**config.mk**
```make
export PLATFORM = sky130hd
export DESIGN_NAME = demux_1to4_stream
export DESIGN_NICKNAME = d
export VERILOG_FILES = /design/src/rtl/demux_pkg.sv /design/src/rtl/demux_slot.sv /design/src/rtl/demux_1to4_stream.sv
export SDC_FILE = /design/constraint.sdc
export NUM_CORES = 1
export LEC_CHECK = 0
export ABC_AREA = 0
export CAP_MARGIN = 20
export CORE_ASPECT_RATIO = 1.25
export CORE_UTILIZATION = 36
export CTS_BUF_LIST = sky130_fd_sc_hd__clkbuf_16
export DETAILED_ROUTE_END_ITERATION = 8
export GPL_TIMING_DRIVEN = 0
export HOLD_SLACK_MARGIN = 0.05
export PLACE_DENSITY = 0.69
export SYNTH_ARGS = -nofsm -noshare
export SYNTH_HDL_FRONTEND = slang
export SYNTH_SLANG_ARGS = --single-unit
```
**constraint.sdc**
```tcl
create_clock -name clk -period 1.7 [get_ports clk]
set_input_delay 0.17 -clock clk [delete_from_list [all_inputs] [get_ports clk]]
set_output_delay 0.17 -clock clk [all_outputs]
set_load 0.01 [all_outputs]
```
**src/rtl/demux_pkg.sv**
```systemverilog
// Shared definitions for the 1-to-4 stream demultiplexer.
// Optional feature macro: DEMUX_STATS_EN (per-channel delivered-word counters).
package demux_pkg;

    localparam int NUM_CH = 4;
    localparam int SEL_W  = 2;

    typedef enum logic {
        SLOT_EMPTY,
        SLOT_FULL
    } slot_state_t;

endpackage

```
**src/rtl/demux_slot.sv**
```systemverilog
// One-entry holding slot for a single demux output channel.
// A word is held until its consumer takes it; a new word may be written in the
// same cycle the old one drains, so a channel sustains one word per cycle.
// Optional feature macro: DEMUX_STATS_EN adds a wrapping count of drained words.
module demux_slot
    import demux_pkg::*;
#(
    parameter int WIDTH = 4,
    parameter int CNT_W = 8
) (
    input  logic             clk,
    input  logic             rst_n,
    input  logic             load,
    input  logic [WIDTH-1:0] load_data,
    input  logic             drain_ready,
    output logic [WIDTH-1:0] data,
    output logic             valid
`ifdef DEMUX_STATS_EN
    ,
    output logic [CNT_W-1:0] cnt
`endif
);

    slot_state_t state;
    slot_state_t state_next;
    logic        drain;

    // Reject parameter values that would leave a zero-width datapath or counter.
    if (WIDTH < 1 || CNT_W < 1) begin : g_bad_params
        $error("demux_slot: WIDTH and CNT_W must be at least 1");
    end

    assign valid = (state == SLOT_FULL);
    assign drain = valid & drain_ready;

    // Slot occupancy register; reset empties the slot immediately.
    always_ff @(posedge clk or negedge rst_n) begin
        if (!rst_n) begin
            state <= SLOT_EMPTY;
        end else begin
            state <= state_next;
        end
    end

    // Occupancy transitions: a load always leaves the slot full, a drain without a load empties it.
    always_comb begin
        state_next = state;
        case (state)
            SLOT_EMPTY: begin
                if (load) begin
                    state_next = SLOT_FULL;
                end
            end
            SLOT_FULL: begin
                if (drain && !load) begin
                    state_next = SLOT_EMPTY;
                end
            end
            default: begin
                state_next = SLOT_EMPTY;
            end
        endcase
    end

    // Data is only written on a load, so a stalled word stays stable until taken.
    always_ff @(posedge clk or negedge rst_n) begin
        if (!rst_n) begin
            data <= '0;
        end else if (load) begin
            data <= load_data;
        end
    end

`ifdef DEMUX_STATS_EN
    // Count words handed to the consumer; wraps naturally at 2**CNT_W.
    always_ff @(posedge clk or negedge rst_n) begin
        if (!rst_n) begin
            cnt <= '0;
        end else if (drain) begin
            cnt <= cnt + CNT_W'(1);
        end
    end
`endif

endmodule

```
**src/rtl/demux_1to4_stream.sv**
```systemverilog
// Registered 1-to-4 stream demultiplexer with valid/ready flow control.
// Each channel owns a one-entry slot, so a stalled consumer only stalls words
// addressed to it. Acceptance depends solely on the currently selected slot.
// Optional feature macro: DEMUX_STATS_EN adds the out_cnt per-channel counters.
module demux_1to4_stream
    import demux_pkg::*;
#(
    parameter int WIDTH = 4,
    parameter int CNT_W = 8
) (
    input  logic                     clk,
    input  logic                     rst_n,
    input  logic [WIDTH-1:0]         in_data,
    input  logic [SEL_W-1:0]         in_sel,
    input  logic                     in_valid,
    output logic                     in_ready,
    output logic [NUM_CH*WIDTH-1:0]  out_data,
    output logic [NUM_CH-1:0]        out_valid,
    input  logic [NUM_CH-1:0]        out_ready
`ifdef DEMUX_STATS_EN
    ,
    output logic [NUM_CH*CNT_W-1:0]  out_cnt
`endif
);

    logic [NUM_CH-1:0] load;

    // A word can enter when its target slot is empty or is being emptied this cycle.
    assign in_ready = !out_valid[in_sel] | out_ready[in_sel];

    // Decode the destination so that at most one slot loads per cycle.
    always_comb begin
        load = '0;
        if (in_valid && in_ready) begin
            load[in_sel] = 1'b1;
        end
    end

    for (genvar k = 0; k < NUM_CH; k++) begin : g_slot
        demux_slot #(
            .WIDTH (WIDTH),
            .CNT_W (CNT_W)
        ) u_slot (
            .clk         (clk),
            .rst_n       (rst_n),
            .load        (load[k]),
            .load_data   (in_data),
            .drain_ready (out_ready[k]),
            .data        (out_data[k*WIDTH +: WIDTH]),
            .valid       (out_valid[k])
`ifdef DEMUX_STATS_EN
            ,
            .cnt         (out_cnt[k*CNT_W +: CNT_W])
`endif
        );
    end

endmodule

```
==> flow_summary.yaml <==
status:
  outcome: "complete, no violations"
clock_network:
  h-tree-depth: 1
  cts-root-buf: "clkbuf_16"
  ctsHoldBuffers: 0
  cts_tree: "yes"
  clk_path_buf_depth: 2
  clk_pin_slew_ps: 50
  cts_made_buffers: 3
  clk-insertion-delay-late_ps: 250
  cts_sinks: 20
sta:
  slew_viol_final: 0
  fin_crit_ps: 1660
  grt_setup_unrepaired: "no"
  fin_skew_ps: 5.50
  finalSetupViolations: 0
  relSlewSlack: 0.407
  hold_viol_final: 0
  fin_crit_sh: 0.974
  fmax_ghz: 0.604
  tightest_slew_ps: 886
finish:
  fill_cells: 192
  fin_area_sq_mm: 0.00128
  final_core_utilization: 0.586
  nNetsFinal: 109
  drive_gt1_frac: 0.298
  layout-area-overhead-vs-synth_pct: 53.9
  diodes: 0
  final_cell_mix: "31 x clkdlybuf4s50_1, 20 x dfrtp_1, 16 x mux2_2"
  final_common_cell: "clkdlybuf4s50_1"
critical_path:
  rrSetupSlack_ps: 350
  cp.arrival_ps: 1490
  crit_path_start: "out_ready[1]"
  r2r_cells: 3
  critPathCaptureType: "primary output"
  cp-start-kind: "input pin"
  r2r-end: "g_slot[1].u_slot.data[3]$_DFFE_PN0P_"
  worstSetupEndpoint: "in_ready"
  critPathKind: "input pin to primary output"
  critical_path.max_fanout: 3
  worstPathRequired_ps: 1530
  timing.rr.start: "g_slot[1].u_slot.valid$_DFF_PN0_"
drt:
  antenna_left: 0
  routed_wl_um: 1680
  drtIter0Drc: 5
  drc: 0
  dr.pass1.iters: 3
  viasPerCell: 4.52
  via_count: 565
  post_drt_wl_per_cell_um: 13.5
floorplanning:
  coreArea_sq_mm: 0.00219
  rows: 19
  dieWidth_um: 45.0
  fp.dieH_um: 55.8
  ios: 34
  initial_core_util: 0.381
  die_area_sq_mm: 0.00251
yosys:
  synth_top_cell_area_share: 0.601
  yosys.area.top_type: "dfrtp_1"
  yosys_warnings: 0
  synth_area_leaders: "dfrtp_1 60%, mux2_2 22%, buf_4 3.6%"
  avgSynthCellArea_sq_um: 14.4
  mappedNetlistArea_sq_um: 833
  syn-num-nets: 71
  ys_ff_latch: 20
  synth.distinct_cells: 14
  synth.yosys.seq_area_share: 0.601
  syn-instance-count: 58
placed_design:
  post-dp-hpwl_um: 1220
  dpl-instance-area_sq_mm: 0.00120
  io_buffers: 33
  routabilityCongestion: 0.828
global_route:
  grt_usage: 0.148
  met2_usage: 0.238
  gr-usage-met1: 0.175
  first_global_vias: 590
  grt_use_met3: 0.0455
  grt_pass1_wl_um: 2630
  grt_start_max_net_pins: 21
  antenna_found_initial: 0
  grt_overflow: 0
  grt.busiest_layer: "met2"
pwr:
  power_density_mw_per_mm2: 1140
  finalPower_mw: 1.46
  power_leakage_nw: 0.552
  irDropWorstVdd_mv: 0.791
hold_path:
  holdCritPathClass: "input pin to flop"
flow_run:
  drv_cap: 0
==> Yosys cell counts <==
library cell	instances
nand3b_1	1
nand3_1	1
nor2b_1	1
dfrtp_1	20
mux2_2	16
nand2b_1	4
mux4_2	1
nand2_1	5
nor3b_2	1
buf_2	1
o21ai_0	1
buf_4	4
and3_1	1
nor2b_2	1
==> through the flow <==
stage	worst slack [ps]	setup TNS, ps	hold slack [ps]	instances
2_1_floorplan	515	0	-126	58
3_3_place_gp	-253	-286	491	122
3_5_place_dp	-263	-340	500	122
4_1_cts	32.3	0	404	125
5_1_grt	3.53	0	424	125
6_report	43.8	0	402	125
==> cell families (layout without fill, tap and decap cells) <==
family	count (synthesis)	after routing	share of synthesized area
AO/OA/AOI/OAI	1	1	0.00600
flip-flops	20	20	0.601
AND/OR/NAND/NOR	15	15	0.108
buffers and inverters	5	41	0.0420
multiplexers	17	17	0.243
==> registers in the layout, indices dropped and copies added (netlist names) <==
| register | cells |
|---|---|
| g_slot.u_slot.valid | 4 |
| g_slot.u_slot.data | 16 |
==> layout make-up <==
type / instances / area, sq um / area share
repair buffers: 33 / 328 / 0.256
clock buffers: 3 / 75.1 / 0.0585
flip-flops and latches: 20 / 500 / 0.390
plain buffers: 5 / 35.0 / 0.0273
well taps: 31 / 38.8 / 0.0302
multi-input cells: 33 / 305 / 0.238
==> power breakdown <==
group	internal, mW	total [mW]	leakage [nW]	switching, mW
Clock	0.309	0.466	0.0370	0.157
Combinational	0.253	0.386	0.274	0.133
Sequential	0.565	0.611	0.242	0.0457
==> worst max-delay path, stage by stage <==
cell and delay (ps):
clkdlybuf4s50_1 400, nand2b_1 170, mux4_2 450, dlygate4sd2_1 290
==> metal layers <==
metal | wire, um | vias to the layer above | share of wire
li1 | - | 268 | -
met4 | 6 | 0 | 0.0036
met5 | 0 | - | 0
met2 | 854 | 19 | 0.51
met1 | 698 | 276 | 0.41
met3 | 125 | 2 | 0.074
==> worst min path at each step <==
stage	start	endpoint	slack, ps	depth (start not counted)
after floorplan	rst_n	g_slot[0].u_slot.data[0]$_DFFE_PN0P_	-130	0
after global placement	g_slot[0].u_slot.data[3]$_DFFE_PN0P_	g_slot[0].u_slot.data[3]$_DFFE_PN0P_	490	1
after detailed placement	g_slot[3].u_slot.data[3]$_DFFE_PN0P_	g_slot[3].u_slot.data[3]$_DFFE_PN0P_	500	1
after CTS	in_sel[1]	g_slot[2].u_slot.valid$_DFF_PN0_	400	3
after global routing	in_sel[1]	g_slot[2].u_slot.valid$_DFF_PN0_	420	3
final	in_sel[1]	g_slot[2].u_slot.valid$_DFF_PN0_	400	3
==> repair_timing <==
| item | in CTS | in global routing |
|---|---|---|
| setup buffers | 0 | 0 |
| endpoints found under the hold margin | 0 | 0 |
| gates resized for setup | 2 | 1 |
| setup endpoints to repair | 1 | 1 |
(Power assumes the default switching activity.)
